$ cat src/rtl/imm_pkg.sv
// rtl/imm_pkg.sv - immediate format selects and reference instruction words
package imm_pkg;

    localparam int IMM_SRC_W = 3;

    typedef enum logic [IMM_SRC_W-1:0] {
        IMM_I     = 3'd0,
        IMM_S     = 3'd1,
        IMM_B     = 3'd2,
        IMM_U     = 3'd3,
        IMM_J     = 3'd4,
        IMM_SHAMT = 3'd5,
        IMM_ZIMM  = 3'd6,
        IMM_ILL   = 3'd7
    } imm_src_e;

    // Reference encodings exercising each immediate format
    localparam logic [31:0] INSTR_ADDI_M1    = 32'hFFF00093;
    localparam logic [31:0] INSTR_SW_M4      = 32'hFE20AE23;
    localparam logic [31:0] INSTR_BEQ_M8     = 32'hFE000CE3;
    localparam logic [31:0] INSTR_LUI_12345  = 32'h123450B7;
    localparam logic [31:0] INSTR_JAL_800    = 32'h001000EF;
    localparam logic [31:0] INSTR_SLLI_31    = 32'h01F09093;
    localparam logic [31:0] INSTR_CSRRWI_31  = 32'h000FD073;
    localparam logic [31:0] INSTR_LUI_NEG    = 32'h800000B7;
    localparam logic [31:0] INSTR_ADDI_7FF   = 32'h7FF00093;

endpackage

$ cat src/rtl/imm_decode.sv
// rtl/imm_decode.sv - combinational RV32 immediate extraction and extension
module imm_decode
    import imm_pkg::*;
#(
    parameter int DATA_WIDTH = 32
) (
    input  logic [31:0]           instr,
    input  logic [IMM_SRC_W-1:0]  imm_src,
    output logic [DATA_WIDTH-1:0] imm,
    output logic                  err
);

    logic [31:0] imm32;
    logic        unused_opcode;

    assign unused_opcode = &{1'b0, instr[6:0]};

    // Zero-extended formats leave bit 31 clear, so one sign extension covers all
    always_comb begin
        imm32 = 32'd0;
        err   = 1'b0;
        case (imm_src_e'(imm_src))
            IMM_I:     imm32 = {{20{instr[31]}}, instr[31:20]};
            IMM_S:     imm32 = {{20{instr[31]}}, instr[31:25], instr[11:7]};
            IMM_B:     imm32 = {{19{instr[31]}}, instr[31], instr[7], instr[30:25], instr[11:8], 1'b0};
            IMM_U:     imm32 = {instr[31:12], 12'd0};
            IMM_J:     imm32 = {{11{instr[31]}}, instr[31], instr[19:12], instr[20], instr[30:21], 1'b0};
            IMM_SHAMT: imm32 = {27'd0, instr[24:20]};
            IMM_ZIMM:  imm32 = {27'd0, instr[19:15]};
            default:   err   = 1'b1;
        endcase
    end

    assign imm = DATA_WIDTH'($signed(imm32));

endmodule

$ cat src/rtl/imm_gen_pipe.sv
// rtl/imm_gen_pipe.sv - registered immediate generator stage with two-entry skid buffer
module imm_gen_pipe
    import imm_pkg::*;
#(
    parameter int DATA_WIDTH = 32,
    parameter int TAG_WIDTH  = 32
) (
    input  logic                  clk,
    input  logic                  rst_n,
    input  logic                  in_valid,
    output logic                  in_ready,
    input  logic [31:0]           instr,
    input  logic [2:0]            imm_src,
    input  logic [TAG_WIDTH-1:0]  in_tag,
    input  logic                  flush,
    output logic                  out_valid,
    input  logic                  out_ready,
    output logic [DATA_WIDTH-1:0] imm_op,
    output logic [TAG_WIDTH-1:0]  out_tag,
    output logic                  imm_err
);

    logic [DATA_WIDTH-1:0] dec_imm;
    logic                  dec_err;

    logic                  main_valid;
    logic [DATA_WIDTH-1:0] main_imm;
    logic [TAG_WIDTH-1:0]  main_tag;
    logic                  main_err;

    logic                  skid_valid;
    logic [DATA_WIDTH-1:0] skid_imm;
    logic [TAG_WIDTH-1:0]  skid_tag;
    logic                  skid_err;

    logic                  accept;
    logic                  consume;

    imm_decode #(.DATA_WIDTH(DATA_WIDTH)) u_decode (
        .instr   (instr),
        .imm_src (imm_src),
        .imm     (dec_imm),
        .err     (dec_err)
    );

    // in_ready depends only on stored state, never on out_ready
    assign in_ready  = !skid_valid;
    assign accept    = in_valid && in_ready && !flush;
    assign consume   = main_valid && out_ready;

    assign out_valid = main_valid;
    assign imm_op    = main_imm;
    assign out_tag   = main_tag;
    assign imm_err   = main_err;

    always_ff @(posedge clk or negedge rst_n) begin
        if (!rst_n) begin
            main_valid <= 1'b0;
            main_imm   <= '0;
            main_tag   <= '0;
            main_err   <= 1'b0;
            skid_valid <= 1'b0;
            skid_imm   <= '0;
            skid_tag   <= '0;
            skid_err   <= 1'b0;
        end else if (flush) begin
            main_valid <= 1'b0;
            skid_valid <= 1'b0;
        end else if (consume || !main_valid) begin
            // Main slot is free this edge: refill from skid first to keep FIFO order
            if (skid_valid) begin
                main_valid <= 1'b1;
                main_imm   <= skid_imm;
                main_tag   <= skid_tag;
                main_err   <= skid_err;
                skid_valid <= 1'b0;
            end else if (accept) begin
                main_valid <= 1'b1;
                main_imm   <= dec_imm;
                main_tag   <= in_tag;
                main_err   <= dec_err;
            end else begin
                main_valid <= 1'b0;
            end
        end else if (accept) begin
            skid_valid <= 1'b1;
            skid_imm   <= dec_imm;
            skid_tag   <= in_tag;
            skid_err   <= dec_err;
        end
    end

endmodule
$ cat config.mk
export PLATFORM = sky130hd
export DESIGN_NAME = imm_gen_pipe
export DESIGN_NICKNAME = d
export VERILOG_FILES = /design/src/rtl/imm_pkg.sv /design/src/rtl/imm_decode.sv /design/src/rtl/imm_gen_pipe.sv
export SDC_FILE = /design/constraint.sdc
export NUM_CORES = 1
export LEC_CHECK = 0
export ABC_AREA = 0
export BUFFER_PORTS_ARGS = -buffer_cell sky130_fd_sc_hd__buf_2
export CORE_MARGIN = 4
export CORE_UTILIZATION = 44
export CTS_CLUSTER_DIAMETER = 100
export CTS_CLUSTER_SIZE = 30
export DETAILED_ROUTE_END_ITERATION = 8
export GPL_ROUTABILITY_DRIVEN = 0
export PLACE_DENSITY = 0.67
export SLEW_MARGIN = 40
export SYNTH_ARGS = -nofsm -noshare
export SYNTH_HDL_FRONTEND = slang
export SYNTH_HIERARCHICAL = 1
export SYNTH_SLANG_ARGS = --single-unit
$ cat constraint.sdc
create_clock -name clk -period 1.95 [get_ports clk]
set_input_delay 0.39 -clock clk [delete_from_list [all_inputs] [get_ports clk]]
set_output_delay 0.39 -clock clk [all_outputs]
set_load 0.01 [all_outputs]
==> flow_summary_export.csv, run 1 <==
group,metric,value,unit
routing,first_pass_iters,4,
min_path,min-delay-path-class,"primary input to flip-flop",
placed_design,dpl.cell_count,749,
logic_synthesis,ys_ff_latch,132,
clock_tree,h-tree-depth,4,
sta,skew,0.00726,ns
clock_tree,cts_num_sinks,132,
sta,fin_tns_setup,0,ns
layout,area_delta_synth_final,22.9,%
sta,setup_ws,0.185,ns
logic_synthesis,synth_cells,444,
pwr,finalPower,8.43,mW
sta,post-route-period-util,0.905,
logic_synthesis,synth_cell_types,34,
layout,nFillCells,1198,
sta,drv_slew,0,
worst_setup_path,startpoint_type,"flip-flop",
global_routing,grt_first_pass_wirelength,22500,um
routing,num_vias,4025,
floorplan,rows,44,
logic_synthesis,synth_fp_nets,516,
global_routing,grt_overflow,0,
layout,final_common_cell,"dfrtp_1",
placed_design,dp_worst_setup_slack,-0.0562,ns
global_routing,grt_usage,0.172,
floorplan,dieHeight,130,um
worst_setup_path,cp_max_fo,57,
routing,vias_per_cell,5.15,
pwr,ir_drop,0.650,mV
floorplan,ioPinCount,139,
sta,tightestPinTransition,0.524,ns
placed_design,place_area,7460,um^2
worst_setup_path,required,1.56,ns
clock_tree,cts_buffers,17,
sta,finalSetupViolCount,0,
worst_setup_path,cp.arrival,1.38,ns
global_routing,grt_pass1_vias,4366,
sta,hold_viol_final,0,
logic_synthesis,synth_edf_count,0,
layout,layout_common_cells,"131 x dfrtp_1, 130 x buf_2, 82 x mux2_1",
sta,hold_ws,0.191,ns
layout,n_antenna_cell,0,
pwr,p_leak,4.03,nW
worst_setup_path,end_kind,"primary output",
sta,fmax,0.567,GHz
clock_tree,clkLatencyLatePin,0.42,ns
routing,drtIter0Drc,156,
routing,ant_nets,0,
logic_synthesis,yosysSeqAreaShare,0.504,
clock_tree,cts_buffer_depth,2,
floorplan,initial_utilization,0.450,
logic_synthesis,synth-async-reset-ratio,1.00,
placed_design,hpwl,9710,um
routing,route.detailed.drc,0,
logic_synthesis,ys_warn_count,6,
routing,wl_per_cell,17.8,um
global_routing,antenna_found_initial,0,
flow_run,drv_cap,0,
global_routing,grt_max_degree,58,
layout,final_area,8060,um^2
clock_tree,clk_pin_slew,0.06,ns
sta,rsz0062_at_grt,"no",
placed_design,port-buffer-count,131,
sta,min_period,1.77,ns
floorplan,die_area,16900,um^2
worst_setup_path,critical_path_class,"flip-flop to primary output",
floorplan,core_area,14600,um^2
sta,slew_headroom,0.650,
clock_tree,cts_tree,"built",
outcome,outcome,"finished clean",
logic_synthesis,postSynthAreaPerCell,14.8,um^2
routing,wirelength,13900,um
layout,utilization,0.552,
layout,num-nets-final,657,
clock_tree,cts_setup_buffers,0,
logic_synthesis,synth_ff_type,"dfrtp_1",
clock_tree,cts_resized,0,
layout,final_cells,782,
floorplan,die_x,130,um
pwr,power.density,1050,nW/um^2
layout,drive_above_1_share,0.512,
clock_tree,clock_tree.root_cell,"clkbuf_16",
logic_synthesis,syn_area,6560,um^2
-- registers in the layout, summed over array words and instances, names as in the netlist --
name,count
skid_valid,1
skid_tag,32
out_valid,1
out_tag,32
skid_imm,32
imm_op,32
skid_err,1
imm_err,1
-- what timing repair did --
action	4_1_cts	5_1_grt
endpoints found under the setup margin	0	0
endpoints found under the hold margin	33	0
hold buffers	1	0
-- critical path, cell delays in order, from the launching register on --
cell	delay (ns)
dfrtp_2	0.42
buf_12	0.31
inv_1	0.06
buf_2	0.14
-- final timing paths --
kind / startpoint / endpoint / slack [ns] / depth (start not counted)
worst max register to register: out_valid / out_tag[28] / 0.20 / 4
worst min register to register: imm_op[27] / imm_op[27] / 0.48 / 1
worst max-delay path: skid_valid / in_ready / 0.18 / 3
max in group asynchronous: rst_n / out_tag[24] / 0.92 / 3
worst min-delay path: flush / out_valid / 0.19 / 2
min in group asynchronous: rst_n / skid_imm[28] / 0.47 / 2
-- synthesized netlist by cell type (2+ instances only) --
cell type / number / area (um^2)
mux2_4: 60 / 901
buf_2: 6 / 30.0
buf_6: 17 / 191
a221o_1: 4 / 40.0
o21ai_0: 4 / 20.0
nor2b_2: 2 / 17.5
buf_4: 4 / 30.0
dfrtp_1: 132 / 3300
o22ai_1: 7 / 43.8
buf_1: 2 / 7.51
a21oi_1: 16 / 80.1
and2_1: 2 / 12.5
a21o_1: 12 / 90.1
clkbuf_1: 4 / 15.0
a22o_1: 5 / 43.8
nor3b_1: 5 / 37.5
inv_1: 2 / 7.51
nor3_1: 2 / 10.0
nor2b_1: 10 / 62.6
mux2_1: 82 / 923
mux2_2: 53 / 597
-- layer usage --
layer | vias to the layer above | wire length (um) | GRT usage
li1 | 1892 | - | -
met5 | - | 0 | 0
met1 | 2009 | 5970 | 0.213
met4 | 0 | 317 | 0.0672
met3 | 25 | 834 | 0.0565
met2 | 99 | 6760 | 0.279
-- power by group --
| part | internal (mW) | switching [mW] | total (mW) |
|---|---|---|---|
| Combinational | 0.964 | 0.670 | 1.63 |
| Clock | 1.93 | 1.24 | 3.17 |
| Sequential | 3.32 | 0.300 | 3.62 |
-- logic make-up (layout without fill, tap and decap cells) --
family                     Yosys count  count (layout)  share of synthesized area
DFF                                132             132                      0.504
and+or+nand+nor                     30              30                     0.0307
adders and majority gates            1               1                    0.00172
AOI/OAI and AO/OA                   49              49                     0.0500
buffers and inverters               36             190                     0.0435
muxes                              196             196                      0.371
-- cell type report --
cell class	count	area (um^2)	area share
Clock buffer	19	443	0.0550
Clock inverter	13	149	0.0185
Inverter	3	11.3	0.00140
Multi-Input combinational cell	276	2990	0.371
Sequential cell	132	3300	0.410
Tap cell	184	230	0.0286
Timing Repair Buffer	155	932	0.116
No activity file was read; power rests on OpenSTA's default activity.
==> inputs of run 2 (changes only) <==
- RECOVER_POWER: not set -> 100
==> run 2 against run 1 <==
Against the previous run: wire length shrank 0.77%; combinational power down 17%; count of clock-buffer cells in the layout unchanged; largest cell class unchanged; die area stayed put; sequential share of layout area up 1.7 points; largest power group unchanged; clock power about the same; cell count did not move; critical path type is now flip-flop to flip-flop.
==> flow_summary_export.csv, run 2 (same netlist as run 1, synthesis figures left out) <==
group,metric,value,unit
layout,utilization,0.531,
routing,first_pass_iters,4,
layout,layout_common_cells,"132 x mux2_1, 132 x dfrtp_1, 68 x clkbuf_1",
worst_setup_path,required,2.24,ns
sta,setup_ws,0.143,ns
outcome,outcome,"finished clean",
min_path,min_from,"flush",
floorplan,rows,44,
global_routing,antenna_found_initial,0,
routing,wl_per_cell,17.6,um
routing,num_vias,4037,
worst_setup_path,path_cells,"nor2b_2, nand3_2, buf_8, mux2_1",
min_path,min-delay-path-class,"primary input to flip-flop",
routing,ant_nets,0,
sta,finalSetupViolCount,0,
routing,route.detailed.drc,0,
layout,area_delta_synth_final,18.0,%
floorplan,initial_utilization,0.450,
clock_tree,cts_buffer_depth,2,
placed_design,place_area,7460,um^2
sta,drv_slew,0,
worst_setup_path,slowest_delay,0.38,ns
sta,skew,0.00860,ns
placed_design,port-buffer-count,131,
pwr,p_leak,3.60,nW
worst_setup_path,critical-path-top-delay-family,"simple AND/OR/NAND/NOR gates",
sta,fmax,0.553,GHz
layout,drive_above_1_share,0.313,
placed_design,dp_worst_setup_slack,-0.0562,ns
global_routing,grt_pass1_vias,4366,
clock_tree,cts_buffers,17,
worst_setup_path,critical_path_class,"flip-flop to flip-flop",
sta,min_period,1.81,ns
worst_setup_path,cp.arrival,2.10,ns
clock_tree,clock_tree.root_cell,"clkbuf_16",
pwr,power.density,1050,nW/um^2
global_routing,grt_usage,0.172,
clock_tree,clk_pin_slew,0.06,ns
sta,slew_headroom,0.320,
sta,rsz0062_at_grt,"no",
clock_tree,clkLatencyLatePin,0.42,ns
layout,nFillCells,1291,
worst_setup_path,rrSetupSlack,0.14,ns
min_path,hold_depth,2,
layout,num-nets-final,657,
layout,final_area,7740,um^2
routing,drtIter0Drc,167,
worst_setup_path,cp_max_fo,23,
flow_run,drv_cap,0,
sta,hold_viol_final,0,
global_routing,grt_first_pass_wirelength,22500,um
worst_setup_path,critPathSlowestCell,"nand3_2",
routing,vias_per_cell,5.16,
layout,n_antenna_cell,0,
floorplan,core_area,14600,um^2
placed_design,dpl.cell_count,749,
global_routing,grt_overflow,0,
min_path,min_to,"out_valid",
floorplan,ioPinCount,139,
global_routing,grt_max_degree,58,
worst_setup_path,reg2reg_to,"skid_tag[25]",
clock_tree,cts_tree,"built",
floorplan,die_area,16900,um^2
floorplan,die_x,130,um
sta,post-route-period-util,0.927,
worst_setup_path,reg2reg_depth,4,
clock_tree,cts_num_sinks,132,
clock_tree,h-tree-depth,4,
worst_setup_path,cp.buffers_inverters,1,
worst_setup_path,startpoint_type,"flip-flop",
pwr,finalPower,8.14,mW
floorplan,dieHeight,130,um
layout,final_cells,782,
pwr,ir_drop,0.647,mV
sta,tightestPinTransition,1.02,ns
routing,wirelength,13800,um
worst_setup_path,r2r_start,"out_valid",
placed_design,hpwl,9710,um
worst_setup_path,end_kind,"flip-flop",
run 2: cell count changes in the layout (fill, tap and decap cells not counted), sizes merged:
cell	before	now
buf	154	83
clkbuf	19	90
run 2: how the worst max path moves through the flow:
| stage | start | end | slack [ns] | depth (start not counted) |
|---|---|---|---|---|
| 2_1_floorplan | imm_src[0] | imm_op[2] | 0.10 | 6 |
| 3_3_place_gp | imm_src[1] | imm_op[4] | -0.02 | 6 |
| 3_5_place_dp | imm_src[1] | imm_op[2] | -0.06 | 6 |
| 4_1_cts | skid_valid | in_ready | 0.15 | 3 |
| 5_1_grt | skid_valid | in_ready | 0.05 | 3 |
| 6_report | out_valid | skid_tag[25] | 0.14 | 4 |
run 2: metal layers:
| layer | GRT usage | routed length [um] |
|---|---|---|
| met5 | 0 | 0 |
| met4 | 0.0672 | 305 |
| met3 | 0.0565 | 820 |
| met2 | 0.279 | 6810 |
| met1 | 0.213 | 5840 |
run 2: timing repair:
item | 4_1_cts | 5_1_grt
endpoints found under the hold margin | 33 | 0
resized for setup | 0 | 0
hold buffers | 1 | 0
buffers inserted | 0 | 0
run 2: final cells by class:
cell class | instances | area, um^2 | share of cell area
repair buffers | 155 | 811 | 0.105
clock inverters | 13 | 149 | 0.0192
multi-input cells | 276 | 2800 | 0.361
flip-flops and latches | 132 | 3300 | 0.427
clock buffers | 19 | 443 | 0.0572
well taps | 184 | 230 | 0.0297
inverters | 3 | 11.3 | 0.00145
run 2: per-stage QoR:
| stage | hold slack [ns] | TNS [ns] |
|---|---|---|
| 6_report | 0.192 | 0 |
| 5_1_grt | 0.174 | 0 |
| 4_1_cts | 0.165 | 0 |
| 3_5_place_dp | 0.332 | -0.184 |
| 3_3_place_gp | 0.328 | -0.0675 |
| 2_1_floorplan | 0.0944 | 0 |
run 2: worst register-to-register path, stage by stage (launching register included):
cell     delay, ns
dfrtp_1       0.37
nor2b_2       0.24
nand3_2       0.38
buf_8         0.34
mux2_1        0.35
run 2: power breakdown:
group | leakage, nW | internal (mW) | total (mW) | switching, mW
registers | 1.64 | 3.32 | 3.62 | 0.296
logic | 1.68 | 0.697 | 1.35 | 0.654
clock network | 0.281 | 1.93 | 3.17 | 1.24
==> inputs of run 3 (changes only) <==
- SYNTH_HIERARCHICAL: 1 -> not set
==> run 3 against run 2 <==
Against the previous run: combinational power down 9.6%; clock skew up 0.0011 ns; sequential share of layout area up 1.8 points; critical endpoint is now skid_tag[29]; largest power group unchanged.
==> flow_summary_export.csv, run 3 <==
group,metric,value,unit
outcome,outcome,"finished clean",
global_routing,grt_util_met1,0.253,
flow_run,drv_cap,0,
worst_setup_path,critical_path_class,"flip-flop to flip-flop",
layout,layout_common_cells,"131 x dfrtp_1, 104 x nand2_1, 93 x o21ai_0",
layout,final_common_cell,"dfrtp_1",
global_routing,antenna_found_initial,0,
sta,finalSetupViolCount,0,
sta,fin_tns_setup,0,ns
logic_synthesis,synth-async-reset-ratio,1.00,
sta,skew,0.00970,ns
clock_tree,cts_setup_buffers,0,
floorplan,core_area,13800,um^2
clock_tree,cts_resized,0,
worst_setup_path,cp.arrival,2.01,ns
logic_synthesis,syn_area,6210,um^2
floorplan,die_area,16100,um^2
placed_design,port-buffer-count,131,
sta,drv_slew,0,
global_routing,grtUsageMet2,0.299,
floorplan,die_x,127,um
global_routing,grt_max_degree,44,
layout,area_delta_synth_final,19.7,%
placed_design,hpwl,10300,um
sta,hold_viol_final,0,
logic_synthesis,synth_fp_nets,672,
clock_tree,clock_tree.root_cell,"clkbuf_16",
clock_tree,clk_pin_slew,0.05,ns
pwr,power.density,1070,nW/um^2
routing,first_pass_iters,5,
worst_setup_path,cp_max_fo,30,
clock_tree,h-tree-depth,4,
logic_synthesis,synth_top_area_share,0.532,
clock_tree,cts_tree,"built",
logic_synthesis,ys_ff_latch,132,
layout,num-nets-final,793,
routing,ant_nets,0,
global_routing,top_usage_layer,"met2",
floorplan,dieHeight,127,um
routing,wl_per_cell,16.2,um
sta,slew_headroom,0.368,
pwr,p_leak,3.24,nW
logic_synthesis,synth_cells,600,
global_routing,grt_overflow,0,
global_routing,use_met3,0.0501,
layout,drive_above_1_share,0.217,
placed_design,dp_worst_setup_slack,0.164,ns
logic_synthesis,postSynthAreaPerCell,10.3,um^2
clock_tree,cts_num_sinks,132,
clock_tree,cts_buffers,17,
placed_design,place_area,7030,um^2
worst_setup_path,required,2.24,ns
sta,rsz0062_at_grt,"no",
routing,vias_per_cell,5.35,
layout,n_antenna_cell,0,
layout,nFillCells,1284,
clock_tree,clkLatencyLatePin,0.41,ns
logic_synthesis,synth_edf_count,0,
logic_synthesis,yosysSeqAreaShare,0.532,
routing,drtIter0Drc,302,
routing,route.detailed.drc,0,
sta,min_period,1.72,ns
global_routing,grt_pass1_vias,4949,
clock_tree,cts_buffer_depth,2,
floorplan,ioPinCount,139,
layout,utilization,0.537,
global_routing,grt_first_pass_wirelength,24200,um
pwr,ir_drop,0.602,mV
min_path,min-delay-path-class,"primary input to flip-flop",
logic_synthesis,yosysMostFrequentCell,"dfrtp_1",
routing,wirelength,14800,um
logic_synthesis,synthTopCellsByArea,"dfrtp_1 53%, mux2_2 7.1%, nand2_1 6.3%, mux2i_1 5.8%, o21ai_0 4.1%",
logic_synthesis,synth_cell_types,34,
sta,setup_ws,0.230,ns
logic_synthesis,synth_ff_type,"dfrtp_1",
sta,tightestPinTransition,0.949,ns
logic_synthesis,yosysTopAreaCell,"dfrtp_1",
floorplan,initial_utilization,0.449,
logic_synthesis,synthTopCellsByCount,"132 x dfrtp_1, 104 x nand2_1, 51 x o21ai_0",
global_routing,grt_usage,0.189,
logic_synthesis,ys_warn_count,0,
layout,final_area,7430,um^2
worst_setup_path,startpoint_type,"flip-flop",
sta,post-route-period-util,0.882,
worst_setup_path,end_kind,"flip-flop",
routing,num_vias,4884,
floorplan,rows,43,
sta,fmax,0.581,GHz
==> run 3: cell count changes in the layout (fill, tap and decap cells not counted), sizes merged, moves of 11 or more <==
cell    delta
mux2     -156
o21ai     +93
mux2i     +35
a21oi     +28
nor2b     -12
nand3b    +11
o211ai    +14
nand3     +23
nor2      +19
nand2    +104
a21o      -11
==> run 3: worst max-delay path, stage by stage, from the launching register on <==
cell and delay, ns:
dfrtp_1 0.39, and2b_4 0.20, nand3_4 0.25, buf_6 0.33, mux2_2 0.38
==> run 3: stage by stage <==
stage	hold slack (ns)	total power, mW	instances
floorplan	0.0944	4.36	600
global placement	0.377	4.86	881
detailed placement	0.384	4.95	881
CTS	0.198	8.19	913
global route	0.208	8.38	913
finish	0.222	7.96	913
==> run 3: area by class of cell <==
cell class	instances	area, um^2	area share
flip-flops and latches	132	3300	0.445
multi-input cells	418	2520	0.339
repair buffers	150	774	0.104
clock buffers	21	470	0.0633
well taps	180	225	0.0303
clock inverters	10	130	0.0175
inverters	2	7.51	0.00101
==> run 3: repair_timing <==
action / CTS / global route
hold buffers: 1 / 0
hold endpoints to repair: 32 / 0
endpoints found under the setup margin: 0 / 0
==> run 3: per-layer routing <==
layer  wire length (um)  vias to the layer above
met1               6710                     2356
met5                  0                        -
li1                   -                     2335
met2               6930                      173
met3                970                       20
met4                222                        0
==> run 3: cells by family after synthesis <==
logic type | Yosys count | synth area share
simple gates | 179 | 0.131
mux | 75 | 0.129
compound gates | 163 | 0.158
flops | 132 | 0.532
fa+ha+maj | 1 | 0.00181
buf+inv | 50 | 0.0486
==> run 3: worst paths after layout <==
check / from / endpoint / slack, ns / depth (start not counted)
setup reg to reg: out_valid / skid_tag[29] / 0.23 / 4
hold / removal: flush / out_valid / 0.22 / 2
setup / recovery: out_valid / skid_tag[29] / 0.23 / 4
max in group asynchronous: rst_n / imm_op[0] / 0.33 / 3
hold reg to reg: skid_imm[23] / skid_imm[23] / 0.47 / 2
min in group asynchronous: rst_n / out_tag[23] / 0.66 / 2
==> run 3: where the power goes <==
part	leakage, nW	internal, mW	total, mW	switching, mW
clock network	0.294	2.09	3.19	1.10
logic	1.27	0.523	1.22	0.701
registers	1.67	3.26	3.54	0.277
